$ cat src/rtl/led_seq_pkg.sv
// Shared encodings for the LED pattern sequencer: mode select values,
// FSM states and the pattern loaded when a mode is entered.
package led_seq_pkg;

    localparam logic [1:0] MODE_HOLD  = 2'b00;
    localparam logic [1:0] MODE_SWEEP = 2'b01;
    localparam logic [1:0] MODE_COUNT = 2'b10;
    localparam logic [1:0] MODE_FILL  = 2'b11;

    typedef enum logic [2:0] {
        ST_HOLD,
        ST_SWEEP_UP,
        ST_SWEEP_DN,
        ST_COUNT,
        ST_FILL,
        ST_EMPTY
    } seq_state_e;

    localparam int unsigned START_SWEEP = 1;
    localparam int unsigned START_COUNT = 0;
    localparam int unsigned START_FILL  = 1;

    // FSM state a given mode starts in when it is first selected.
    function automatic seq_state_e start_state(input logic [1:0] m);
        case (m)
            MODE_SWEEP: return ST_SWEEP_UP;
            MODE_COUNT: return ST_COUNT;
            MODE_FILL:  return ST_FILL;
            default:    return ST_HOLD;
        endcase
    endfunction

endpackage

$ cat src/rtl/led_pwm.sv
// Free-running PWM counter and brightness gate; an all-ones duty forces
// the gate permanently on so full brightness has no dark slot.
module led_pwm #(
    parameter int PWM_BITS = 4
) (
    input  logic                clk,
    input  logic                rst_n,
    input  logic [PWM_BITS-1:0] duty,
    output logic                gate
);

    logic [PWM_BITS-1:0] pwm_cnt;

    always_ff @(posedge clk or negedge rst_n) begin
        if (!rst_n) pwm_cnt <= '0;
        else        pwm_cnt <= pwm_cnt + PWM_BITS'(1);
    end

    assign gate = (&duty) || (pwm_cnt < duty);

endmodule

$ cat src/rtl/led_pattern_seq.sv
// LED pattern sequencer: advances an 8-bit pattern on each step pulse in
// one of four modes and drives the LEDs through a PWM brightness gate.
module led_pattern_seq
    import led_seq_pkg::*;
#(
    parameter int WIDTH    = 8,
    parameter int PWM_BITS = 4
) (
    input  logic                clk,
    input  logic                rst_n,
    input  logic                step_pulse,
    input  logic [1:0]          mode,
    input  logic [PWM_BITS-1:0] duty,
    output logic [WIDTH-1:0]    led,
    output logic                wrap_pulse
);

    localparam logic [WIDTH-1:0] ALL_ONES = '1;
    localparam logic [WIDTH-1:0] TOP_BIT  = {1'b1, {(WIDTH-1){1'b0}}};
    localparam logic [WIDTH-1:0] LOW_BIT  = WIDTH'(1);

    seq_state_e       state, state_nxt;
    logic [WIDTH-1:0] pat, pat_nxt;
    logic [1:0]       cur_mode, mode_nxt;
    logic             wrap_nxt;
    logic             gate;

    logic [WIDTH-1:0] shl, shr, fill_in, empty_in, inc;
    assign shl      = {pat[WIDTH-2:0], 1'b0};
    assign shr      = {1'b0, pat[WIDTH-1:1]};
    assign fill_in  = {pat[WIDTH-2:0], 1'b1};
    assign empty_in = {pat[WIDTH-2:0], 1'b0};
    assign inc      = pat + WIDTH'(1);

    led_pwm #(.PWM_BITS(PWM_BITS)) u_pwm (
        .clk   (clk),
        .rst_n (rst_n),
        .duty  (duty),
        .gate  (gate)
    );

    always_comb begin
        state_nxt = state;
        pat_nxt   = pat;
        mode_nxt  = cur_mode;
        wrap_nxt  = 1'b0;
        if (step_pulse) begin
            if (mode != cur_mode) begin
                // A mode change only loads the start pattern; it never wraps.
                mode_nxt  = mode;
                state_nxt = start_state(mode);
                case (mode)
                    MODE_SWEEP: pat_nxt = WIDTH'(START_SWEEP);
                    MODE_COUNT: pat_nxt = WIDTH'(START_COUNT);
                    MODE_FILL:  pat_nxt = WIDTH'(START_FILL);
                    default:    pat_nxt = pat;
                endcase
            end else begin
                case (state)
                    ST_SWEEP_UP: begin
                        pat_nxt = shl;
                        if (shl == TOP_BIT) state_nxt = ST_SWEEP_DN;
                    end
                    ST_SWEEP_DN: begin
                        pat_nxt = shr;
                        if (shr == LOW_BIT) begin
                            state_nxt = ST_SWEEP_UP;
                            wrap_nxt  = 1'b1;
                        end
                    end
                    ST_COUNT: begin
                        pat_nxt  = inc;
                        wrap_nxt = (pat == ALL_ONES);
                    end
                    ST_FILL: begin
                        pat_nxt = fill_in;
                        if (fill_in == ALL_ONES) state_nxt = ST_EMPTY;
                    end
                    ST_EMPTY: begin
                        pat_nxt = empty_in;
                        if (empty_in == '0) begin
                            state_nxt = ST_FILL;
                            wrap_nxt  = 1'b1;
                        end
                    end
                    default: pat_nxt = pat;
                endcase
            end
        end
    end

    always_ff @(posedge clk or negedge rst_n) begin
        if (!rst_n) begin
            state      <= ST_HOLD;
            pat        <= '0;
            cur_mode   <= MODE_HOLD;
            wrap_pulse <= 1'b0;
            led        <= '0;
        end else begin
            state      <= state_nxt;
            pat        <= pat_nxt;
            cur_mode   <= mode_nxt;
            wrap_pulse <= wrap_nxt;
            led        <= pat & {WIDTH{gate}};
        end
    end

endmodule

$ cat config.mk
export PLATFORM = sky130hd
export DESIGN_NAME = led_pattern_seq
export DESIGN_NICKNAME = d
export VERILOG_FILES = /design/src/rtl/led_seq_pkg.sv /design/src/rtl/led_pwm.sv /design/src/rtl/led_pattern_seq.sv
export SDC_FILE = /design/constraint.sdc
export NUM_CORES = 1
export LEC_CHECK = 0
export ABC_AREA = 1
export ABC_CLOCK_PERIOD_IN_PS = 3300
export CAP_MARGIN = 25
export CORE_MARGIN = 2
export CORE_UTILIZATION = 60
export DETAILED_ROUTE_END_ITERATION = 8
export PLACE_DENSITY = 0.94
export SYNTH_ARGS = -nofsm -noshare
export SYNTH_HDL_FRONTEND = slang
export SYNTH_HIERARCHICAL = 1
export SYNTH_SLANG_ARGS = --single-unit
export TNS_END_PERCENT = 50
$ cat constraint.sdc
create_clock -name clk -period 3.3 [get_ports clk]
set_clock_uncertainty 0.15 [all_clocks]
set_input_delay 0.66 -clock clk [delete_from_list [all_inputs] [get_ports clk]]
set_output_delay 0.66 -clock clk [all_outputs]
set_load 0.1 [all_outputs]
Yosys cells after proc, flatten, opt, wreduce, memory -nomap -nowiden
Index checks and enable logic that the tools add are counted.

Add/subtract/negate cells: 2. Order comparisons: 1. Eq/ne operators: 18. Muxes and demuxes: 15. Bitwise operators: 1. Reductions and logical operators: 10.

Operators with widths (count): 8-bit case mux with 4 select lines (1); 8-bit case mux with 2 select lines (1); 3-bit 2-to-1 mux (5); 7-bit equality test (second input constant) (2); 3-bit inequality test (second input constant) (4); 3-bit case mux with 4 select lines (1); 5-bit nonzero test (2); 3-bit case mux with 3 select lines (1); 8-bit by 1-bit adder with 8-bit output (second input constant) (1); 8-bit AND (1); 8-bit equality test (second input constant) (1); 8-bit logical NOT (1); 8-bit 2-to-1 mux (1); 7-bit by 1-bit equality test with 1-bit output (second input constant) (1); 3-bit by 2-bit equality test with 1-bit output (second input constant) (2); 3-bit equality test (second input constant) (2); 6-bit AND reduction (1); 4-bit by 1-bit adder with 4-bit output (second input constant) (1); 2-bit equality test (second input constant) (2); 4-bit < comparator (1); 1-bit 2-to-1 mux (4); 4-bit AND reduction (1); 2-bit OR reduction (2); 3-bit by 1-bit equality test with 1-bit output (second input constant) (1); other kinds (7) (7).

Bits in registers: 26. Output and inout bits: 9. Logic and storage cells: 53.

Logic depth before layout (Yosys ltp)
Gate-level depths: netlist (run 1).

Word-level depth: 5. Gate-level depth with buffers: 11.

By module
Netlist (run 1), hierarchy kept.

By module, submodules not included: led_pattern_seq (times used 1, cells an instance 205, area each 1481.4 um^2, seq. area each 550.5 um^2); led_pwm (times used 1, cells an instance 26, area each 235.2 um^2, seq. area each 100.1 um^2).

Least setup slack after synthesis (run 1)
No wires, ideal clock.

Path type: input to register. Start point: input port duty[3]. End point: register led[0]. Setup time: 63 ps. Arrival: 1539 ps. Data required time: 3087 ps. Setup slack: 1548 ps. Cell stages on the path: 8. Cells stage by stage: inv_1 > ha_1 > a21oi_1 > nand2_1 > nand2_1 > clkbuf_1 > nand2_1 > inv_1.

Word-level cells in the longest chain between the ends: 3. Elaborated cells on any way between the ends: 4. Classes of those cells: order compare: 1; bitwise: 1; reduce/logical: 2.

Ends and longest elaborated chain: from (decl) (RTL line led_pattern_seq.sv:13) `input logic [PWM_BITS-1:0] duty,`; 4-bit < comparator / 4-bit AND reduction (equally long branches) (RTL line led_pwm.sv:19) `assign gate = (&duty) || (pwm_cnt < duty);`; 1-bit logical OR * (RTL line led_pwm.sv:19); named net gate (RTL line led_pattern_seq.sv:26) `logic gate;`; 8-bit AND * (RTL line led_pattern_seq.sv:104) `led <= pat & {WIDTH{gate}};`; to (signal assigned) (RTL line led_pattern_seq.sv:104); to (decl) (RTL line led_pattern_seq.sv:14) `output logic [WIDTH-1:0] led,`.

Mark *: on every way through the listed nets, which the timed path passes. The rest lies on a longest branch. A chain may end at the register's enable or synchronous reset.

Worst setup path in the final report (run 1)
Start point: input port mode[1]. End point: register pat[5].

Word-level cells in the longest chain between the ends: 4. Elaborated cells on any way between the ends: 9. Classes of those cells: eq/ne: 5; mux: 1; reduce/logical: 3.

Ends and longest elaborated chain: from (decl) (RTL line led_pattern_seq.sv:12) `input logic [1:0] mode,`; 2-bit equality test / 2-bit by 1-bit equality test with 1-bit output (equally long branches) (RTL line led_pattern_seq.sv:52) `case (mode)`; 2-bit OR reduction (no line); 3-bit by 2-bit inequality test with 1-bit output (no line); 3-bit AND reduction (no line); to (signal assigned) (RTL line led_pattern_seq.sv:101) `pat <= pat_nxt;`; to (decl) (RTL line led_pattern_seq.sv:23) `logic [WIDTH-1:0] pat, pat_nxt;`.

Parallel ways exist; a longest one is shown, timed or not.

==> impl_metrics.env, run 1 <==
export IMPL_worstSetupPathType="in2reg"
export IMPL_synth_warnings=6
export IMPL_core_area_um2=2730
export IMPL_r2r_worst_path_cells=10
export IMPL_crit_start="mode[1]"
export IMPL_r2r_start="pat[1]"
export IMPL_cts_max_path_buffers=2
export IMPL_timing_max_slew_rel_slack_pct=77.5
export IMPL_netlist_area_leader_share_pct=37.9
export IMPL_synthArstFlopShare_pct=100
export IMPL_io_buffer_count=17
export IMPL_max_cap_violations=0
export IMPL_hold_path_class="reg2reg"
export IMPL_clock_sinks=26
export IMPL_final_cell_area_um2=1920
export IMPL_drive_gt1_share_pct=16.1
export IMPL_htree_num_levels=1
export IMPL_power_total_mw=1.58
export IMPL_dr_total_vias=1503
export IMPL_viasPerCell=5.37
export IMPL_cts_buffers=3
export IMPL_overflow=0
export IMPL_hold_depth=1
export IMPL_fin_cells=280
export IMPL_status="finished, final reports clean"
export IMPL_antenna_found_initial=0
export IMPL_synthDistinctLibCells=28
export IMPL_antennaDiodeCount=0
export IMPL_die_h_um=57.5
export IMPL_synth_nets=249
export IMPL_powerDensity_nw_per_um2=823
export IMPL_synth_area_per_cell_um2=7.43
export IMPL_grt_use_met2_pct=41.1
export IMPL_r2r_slack_ns=1.54
export IMPL_worstMarginPinSlew_ns=0.337
export IMPL_grt_first_pass_wirelength_um=5970
export IMPL_ir_drop_uv=890
export IMPL_use_met3_pct=2.72
export IMPL_multi_input_area_um2=886
export IMPL_root_buffer="clkbuf_4"
export IMPL_setup_ws_ns=1.21
export IMPL_rsz0062_at_grt="no"
export IMPL_area_delta_synth_final_pct=11.7
export IMPL_grt_busiest_layer="met2"
export IMPL_cts_tree="yes"
export IMPL_synth_cells=231
export IMPL_layout_commonest_cell="nand2_1"
export IMPL_hold_ws_ns=0.341
export IMPL_fill_cells=244
export IMPL_die_x_um=57.5
export IMPL_ys_ff_latch=26
export IMPL_crit_end="pat[5]"
export IMPL_crit_required_ns=3.37
export IMPL_synth_edf_count=0
export IMPL_max_freq_mhz=478
export IMPL_grt_start_max_net_pins=27
export IMPL_cts_clk_slew_worst_paths_ns=0.13
export IMPL_post_cts_resized=0
export IMPL_min_period_over_period_pct=63.4
export IMPL_remaining_drc_errors=0
export IMPL_yosys_most_used_dff="dfrtp_1"
export IMPL_io_pins=18
export IMPL_rows=19
export IMPL_ys_seq_area_share_pct=37.9
export IMPL_preCtsSetupSlack_ns=0.861
export IMPL_place_inst=277
export IMPL_synth_cell_area_um2=1720
export IMPL_ant_nets=0
export IMPL_grt_usage_pct=22.8
export IMPL_worst_setup_path_start_kind="input pin"
export IMPL_cts_setup_buffers=0
export IMPL_grt_util_met1_pct=29.2
export IMPL_tns_ns=0
export IMPL_die_area_um2=3310
export IMPL_post_route_min_period_ns=2.09
export IMPL_final_cell_mix="nand2_1 (54), inv_1 (33), dfrtp_1 (26)"
export IMPL_final_hold_violation_count=0
export IMPL_crit_fanout=10
export IMPL_routed_wl_um=3340
export IMPL_floorplan_initialDensity_pct=62.8
export IMPL_final_util_pct=70.1
export IMPL_drt_iter0_markers=49
export IMPL_gp_congestion=0.952
export IMPL_worstReg2RegEnd="state[0]"
export IMPL_synthTopCellsByArea="dfrtp_1 (38%), nand2_1 (12%), inv_1 (7.2%)"
export IMPL_nets=269
export IMPL_yosysTopAreaCell="dfrtp_1"
export IMPL_setup_worst_path_end_class="flip-flop"
export IMPL_dpl_cell_area_um2=1890
export IMPL_worstSkewPairLatency_ns=0.32
export IMPL_wire_per_inst_um=11.9
export IMPL_setup_viol=0
export IMPL_total_leakage_power_nw=1.04
export IMPL_drt_pass1_iter_count=4
export IMPL_regArea_um2=651
export IMPL_cp_data_arrival_time_ns=2.16
export IMPL_dp_hpwl_um=2630
export IMPL_grt_pass1_vias=1411
export IMPL_postCtsHoldBufs=0
export IMPL_final_max_slew_viol_count=0
worst min-delay path by stage:
| stage | start | slack (ns) | endpoint |
|---|---|---|---|
| floorplan | rst_n | 0.21 | cur_mode[0] |
| finish | u_pwm/pwm_cnt[0] | 0.34 | u_pwm/pwm_cnt[0] |
| detailed placement | u_pwm/pwm_cnt[0] | 0.32 | u_pwm/pwm_cnt[0] |
| global placement | u_pwm/pwm_cnt[0] | 0.31 | u_pwm/pwm_cnt[0] |
| CTS | u_pwm/pwm_cnt[0] | 0.34 | u_pwm/pwm_cnt[0] |
| global route | u_pwm/pwm_cnt[0] | 0.37 | u_pwm/pwm_cnt[0] |
critical path, stage by stage:
cell and delay, ns:
clkdlybuf4s50_1 0.55, inv_2 0.06, ha_1 0.18, nor2_1 0.26, nand3_4 0.13, nand2_4 0.12, inv_4 0.07, nand3_1 0.07
o21ai_1 0.06
routing by layer:
layer,up-vias,part of all wire (%)
li1,772,-
met1,685,45
met2,41,49
met3,5,4.7
met4,0,1.1
met5,-,0
Yosys cell counts (2+ instances only):
cell,instances
nand2_1,54
inv_1,33
dfrtp_1,26
nand3_1,19
o21ai_0,19
nor2_1,10
a21oi_1,9
ha_1,9
inv_2,8
nand2_4,5
o21ai_1,5
nand2_2,4
nand4_1,4
nor3_1,4
nor2_2,3
o211ai_1,3
o21ai_2,3
nand3b_1,2
nor2_4,2
state kept, by name, indices dropped and copies added, names as in the netlist:
signal	flops
led	8
pat	8
u_pwm/pwm_cnt	4
state	3
cur_mode	2
wrap_pulse	1
layout make-up:
type	count	area share, %
repair buffers	18	8.09
well taps	31	2.02
flip-flops and latches	26	33.9
multi-input cells	159	46.2
clock buffers	3	1.17
inverters	43	8.55
kinds of logic (layout without fill, tap and decap cells):
| family | Yosys count | count (layout) | share of synthesized area (%) |
|---|---|---|---|
| adders and majority gates | 9 | 9 | 6.56 |
| DFF | 26 | 26 | 37.9 |
| xor gates and xnor gates | 2 | 2 | 1.02 |
| buffers and inverters | 46 | 64 | 10.5 |
| AOI/OAI and AO/OA | 40 | 40 | 12.8 |
| and+or+nand+nor | 108 | 108 | 31.2 |
where the power goes:
part	switching [mW]	internal [mW]	leakage, nW	total (mW)
Sequential	0.106	0.410	0.345	0.516
Clock	0.0882	0.0428	0.0138	0.131
Combinational	0.681	0.249	0.685	0.930
(Power assumes the default switching activity.)
==> run 2: changes to the inputs <==
- ABC_CLOCK_PERIOD_IN_PS: 3300 -> 1900
- CORE_UTILIZATION: 60 -> 51
- PLACE_DENSITY: 0.94 -> 0.86
- clock period: 3.3 -> 1.9 ns (I/O delays scaled with it)
==> run 2 against run 1 <==
Net effect:
- die area grew 16%
- total power grew 100%
- first-iteration DRC count rose to 2.6 times the previous value
- clock power rose to 3.0 times the previous value
- critical path depth grew 1
- combinational power increased by 98%
- highest routed layer unchanged
- final cell count grew 9.6%
- worst setup slack got worse by 1.1 ns
- critical endpoint is now pat[0]
- count of clock-buffer cells in the layout stayed put
- sequential cell count unchanged
==> impl_metrics.env, run 2 (synthesis results as in run 1) <==
export IMPL_rows=21
export IMPL_hold_depth=3
export IMPL_ir_drop_uv=495
export IMPL_routed_wl_um=3880
export IMPL_drt_pass1_iter_count=4
export IMPL_crit_fanout=8
export IMPL_hold_path_class="in2reg"
export IMPL_remaining_drc_errors=0
export IMPL_place_inst=300
export IMPL_dp_hpwl_um=2950
export IMPL_preCtsSetupSlack_ns=-0.242
export IMPL_io_buffer_count=17
export IMPL_cts_clk_slew_worst_paths_ns=0.15
export IMPL_final_util_pct=65.8
export IMPL_area_delta_synth_final_pct=25.9
export IMPL_p_sw_share_pct=51.2
export IMPL_overflow=0
export IMPL_largest_registers="led (8), pat (8), u_pwm/pwm_cnt (4)"
export IMPL_antennaDiodeCount=0
export IMPL_r2r_start="pat[0]"
export IMPL_timing_max_slew_rel_slack_pct=77.4
export IMPL_regArea_um2=652
export IMPL_cts_tree="yes"
export IMPL_worstSetupPathType="in2reg"
export IMPL_crit_required_ns=1.99
export IMPL_antenna_found_initial=0
export IMPL_rsz0062_at_grt="yes"
export IMPL_layout_commonest_cell="nand2_1"
export IMPL_io_pins=18
export IMPL_final_max_slew_viol_count=0
export IMPL_htree_num_levels=1
export IMPL_setup_ws_ns=0.106
export IMPL_total_leakage_power_nw=1.15
export IMPL_powerDensity_nw_per_um2=1470
export IMPL_r2r_slack_ns=0.11
export IMPL_cts_buffers=3
export IMPL_grt_pass1_vias=1506
export IMPL_p_int_mw=1.55
export IMPL_worstReg2RegEnd="state[1]"
export IMPL_grt_start_max_net_pins=27
export IMPL_post_route_min_period_ns=1.79
export IMPL_setup_worst_path_end_class="flip-flop"
export IMPL_worstSkewPairLatency_ns=0.33
export IMPL_p_switching_mw=1.63
export IMPL_crit_start="mode[1]"
export IMPL_r2r_worst_path_cells=10
export IMPL_worst_setup_path_start_kind="input pin"
export IMPL_setup_viol=0
export IMPL_wire_per_inst_um=12.6
export IMPL_clock_sinks=26
export IMPL_gp_congestion=0.885
export IMPL_fill_cells=281
export IMPL_grt_first_pass_wirelength_um=6510
export IMPL_pwr_share_clk_pct=12.3
export IMPL_viasPerCell=5.27
export IMPL_max_freq_mhz=557
export IMPL_fin_cells=307
export IMPL_status="finished, final reports clean"
export IMPL_tns_ns=0
export IMPL_ant_nets=0
export IMPL_multi_input_area_um2=886
export IMPL_p_comb_share_pct=57.9
export IMPL_die_h_um=62.0
export IMPL_cts_max_path_buffers=2
export IMPL_final_cell_mix="nand2_1 (54), inv_1 (33), dfrtp_1 (25)"
export IMPL_grt_usage_pct=22.8
export IMPL_min_period_over_period_pct=94.4
export IMPL_final_hold_violation_count=0
export IMPL_root_buffer="clkbuf_4"
export IMPL_nets=280
export IMPL_crit_end="pat[0]"
export IMPL_die_area_um2=3850
export IMPL_max_cap_violations=0
export IMPL_worstMarginPinSlew_ns=0.339
export IMPL_dr_total_vias=1617
export IMPL_core_area_um2=3280
export IMPL_drive_gt1_share_pct=20.3
export IMPL_floorplan_initialDensity_pct=52.3
export IMPL_drt_iter0_markers=127
export IMPL_cp_data_arrival_time_ns=1.88
export IMPL_die_x_um=62.0
export IMPL_postCtsHoldBufs=0
export IMPL_p_seq_share_pct=29.8
==> run 2: cell types whose count changed in the layout (fill, tap and decap cells not counted) <==
cell             before  now
dfrtp_2               0    1
dfrtp_1              26   25
bufinv_16             0    1
clkbuf_2              0    1
buf_12                0    9
buf_4                10   11
clkdlybuf4s50_1       8    7
dlymetal6s2s_1        0    1
==> run 2: metrics by stage <==
step                total power [mW]  hold slack [ns]  area, µm²
finish                          3.18            0.232       2160
global route                    3.40            0.249       2160
CTS                             3.16            0.266       2140
detailed placement              2.77            0.320       2090
global placement                2.73            0.307       2090
floorplan                       2.17          -0.0656       1720
==> run 2: power by group through the flow <==
| stage | Sequential, mW | Combinational (mW) | Clock, mW |
|---|---|---|---|
| final | 0.946 | 1.84 | 0.391 |
| after global routing | 0.968 | 2.00 | 0.425 |
| after CTS | 0.941 | 1.82 | 0.396 |
| after detailed placement | 0.951 | 1.82 | 0 |
| after global placement | 0.947 | 1.79 | 0 |
| after floorplan | 1.34 | 0.830 | 0 |
==> run 2: what timing repair did <==
item | CTS | global route
gates resized for setup | 0 | 2
setup buffers | 0 | 3
endpoints found under the hold margin | 0 | 0
endpoints found under the setup margin | 0 | 3
==> run 2: how the worst min path moves through the flow <==
stage	start	endpoint	slack, ns
6_report	mode[0]	cur_mode[0]	0.23
5_1_grt	mode[0]	cur_mode[0]	0.25
4_1_cts	rst_n	u_pwm/pwm_cnt[2]	0.27
3_5_place_dp	u_pwm/pwm_cnt[0]	u_pwm/pwm_cnt[0]	0.32
3_3_place_gp	u_pwm/pwm_cnt[0]	u_pwm/pwm_cnt[0]	0.31
2_1_floorplan	rst_n	cur_mode[0]	-0.07
==> run 2: critical path, stage by stage <==
cell	delay, ns
clkdlybuf4s50_1	0.55
inv_2	0.06
nand2_1	0.06
nand2_1	0.10
nor2_4	0.20
clkbuf_2	0.21
buf_4	0.12
o21ai_0	0.08
nand2_1	0.08
o21ai_2	0.05
==> run 2: cell type report <==
class                      count  share of cell area [%]
timing repair buffer          29                    16.2
sequential                    26                    30.2
clock buffer                   3                    1.04
clock inverter                 1                    1.39
inverter                      43                    7.58
tap                           46                    2.66
multi-input combinational    159                    41.0
==> run 2: layer usage <==
metal | part of all wire, % | GRT usage [%] | routed length [µm] | vias up
met3 | 5.7 | 2.90 | 221 | 5
met2 | 50 | 41.4 | 1950 | 61
met1 | 43 | 27.9 | 1670 | 746
met4 | 0.88 | 6.99 | 34 | 0
li1 | - | - | - | 805
met5 | 0 | 0 | 0 | -
==> run 3: changes to the inputs <==
- ABC_CLOCK_PERIOD_IN_PS: 1900 -> not set
- CORE_MARGIN: 2 -> 8
==> run 3 against run 2 <==
Net effect:
- maximum frequency down 0.15%
- register-to-register slack hardly changed
- wire length increased by 3.2%
- total power decreased by 4.6%
- global-route usage down 7.2 points
- sequential cell count is the same
- core utilization fell by 1.1 points
- final cell count shrank 1.3%
- critical path type is now reg2reg
- largest power group unchanged
==> impl_metrics.env, run 3 (synthesis results as in run 1) <==
export IMPL_setup_viol=0
export IMPL_timing_max_slew_rel_slack_pct=78.4
export IMPL_p_comb_share_pct=61.2
export IMPL_drive_gt1_share_pct=19.5
export IMPL_hold_ws_ns=0.289
export IMPL_antenna_found_initial=0
export IMPL_wire_per_inst_um=13.2
export IMPL_viasPerCell=5.28
export IMPL_cts_max_path_buffers=2
export IMPL_setup_worst_path_end_class="flip-flop"
export IMPL_grt_usage_pct=15.6
export IMPL_die_area_um2=5480
export IMPL_cts_tree="yes"
export IMPL_worstSkewPairLatency_ns=0.32
export IMPL_crit_fanout=5
export IMPL_worstSetupPathType="reg2reg"
export IMPL_core_area_um2=3280
export IMPL_dr_total_vias=1599
export IMPL_regArea_um2=652
export IMPL_routed_wl_um=4000
export IMPL_die_x_um=74.0
export IMPL_grt_first_pass_wirelength_um=6820
export IMPL_min_period_over_period_pct=94.6
export IMPL_crit_start="pat[0]"
export IMPL_floorplan_initialDensity_pct=52.3
export IMPL_io_pins=18
export IMPL_hold_path_class="in2async"
export IMPL_max_freq_mhz=557
export IMPL_p_sw_share_pct=53.3
export IMPL_layout_commonest_cell="nand2_1"
export IMPL_max_cap_violations=0
export IMPL_max_stage_delay_ns=0.46
export IMPL_p_seq_share_pct=31.1
export IMPL_largest_registers="led (8), pat (8), u_pwm/pwm_cnt (4)"
export IMPL_status="finished, final reports clean"
export IMPL_crit_buf_inv=2
export IMPL_multi_input_area_um2=886
export IMPL_worstMarginPinSlew_ns=0.323
export IMPL_htree_num_levels=1
export IMPL_crit_required_ns=1.98
export IMPL_power_total_mw=3.03
export IMPL_ir_drop_uv=493
export IMPL_overflow=0
export IMPL_cpMostUsedCell="nand2_1"
export IMPL_ant_nets=0
export IMPL_p_int_mw=1.41
export IMPL_gp_congestion=0.932
export IMPL_path_delay_family="simple AND/OR/NAND/NOR gates"
export IMPL_critPathSlowestCell="dfrtp_2"
export IMPL_final_max_slew_viol_count=0
export IMPL_final_hold_violation_count=0
export IMPL_dp_hpwl_um=3120
export IMPL_final_cell_mix="nand2_1 (54), inv_1 (32), dfrtp_1 (25)"
export IMPL_worst_setup_path_start_kind="flip-flop"
export IMPL_drt_pass1_iter_count=4
export IMPL_preCtsSetupSlack_ns=-0.271
export IMPL_drt_iter0_markers=84
export IMPL_r2r_start="pat[0]"
export IMPL_crit_chain="inv_1, ha_1, inv_1, nor2_2, nand2_1, nand3_1, nand2_1, nor2_4, nand2_2, nand2_1, nand2_1"
export IMPL_antennaDiodeCount=0
export IMPL_post_route_min_period_ns=1.80
export IMPL_clock_sinks=26
export IMPL_grt_start_max_net_pins=27
export IMPL_grt_pass1_vias=1563
export IMPL_pwr_share_clk_pct=7.6
export IMPL_io_buffer_count=17
export IMPL_die_h_um=74.0
export IMPL_powerDensity_nw_per_um2=1430
export IMPL_fill_cells=280
export IMPL_cts_clk_slew_worst_paths_ns=0.13
export IMPL_p_switching_mw=1.62
export IMPL_setup_ws_ns=0.103
export IMPL_cp_data_arrival_time_ns=1.87
export IMPL_area_delta_synth_final_pct=23.8
export IMPL_root_buffer="clkbuf_4"
export IMPL_postCtsHoldBufs=0
export IMPL_nets=277
export IMPL_remaining_drc_errors=0
export IMPL_cts_buffers=3
export IMPL_rows=21
export IMPL_total_leakage_power_nw=1.12
[run 3: per-stage QoR]
stage               util [%]  TNS (ns)  std cells  cell area [µm²]
floorplan                  -         0        231             1720
global placement        63.3     -1.75        299             2080
detailed placement      63.3     -3.61        299             2080
CTS                     64.0         0        302             2100
global route            64.7   -0.0595        303             2120
finish                  64.7         0        303             2120
[run 3: repair_timing]
item | in CTS | in global routing
gates resized for setup | 0 | 3
endpoints found under the setup margin | 0 | 6
setup buffers | 0 | 1
endpoints found under the hold margin | 0 | 0
[run 3: power groups by stage]
stage	Sequential (mW)	Combinational, mW	Clock [mW]
after floorplan	1.34	0.830	0
after global placement	0.945	1.78	0
after detailed placement	0.951	1.82	0
after CTS	0.939	1.83	0.238
after global routing	0.964	2.01	0.261
final	0.944	1.86	0.231
[run 3: path summary, 6_finish.rpt]
check | end | slack (ns) | cells past startpoint
worst max register to register | state[2] | 0.10 | 11
worst min register to register | u_pwm/pwm_cnt[0] | 0.34 | 1
worst min-delay path | led[7] | 0.29 | 2
min in group clk | u_pwm/pwm_cnt[0] | 0.34 | 1
worst max-delay path | state[2] | 0.10 | 11
max in group asynchronous | pat[0] | 1.05 | 2
[run 3: metal layers]
layer  track usage [%]  part of all wire (%)  vias up
li1                  -                     -      793
met1              18.6                    42      759
met2              27.5                    52       42
met3              2.70                   4.4        5
met4              4.88                   1.0        0
met5                 0                     0        -
[run 3: cell type report]
class | instances | area share (%)
Clock buffer | 3 | 1.06
Inverter | 43 | 7.71
Multi-Input combinational cell | 159 | 41.7
Sequential cell | 26 | 30.7
Tap cell | 46 | 2.71
Timing Repair Buffer | 26 | 16.1
[run 3: worst reg2reg max path, stage by stage (launching register included)]
cell,delay [ns]
dfrtp_2,0.46
inv_1,0.13
ha_1,0.18
inv_1,0.05
nor2_2,0.16
nand2_1,0.07
nand3_1,0.09
nand2_1,0.09
nor2_4,0.14
nand2_2,0.08
nand2_1,0.06
nand2_1,0.05
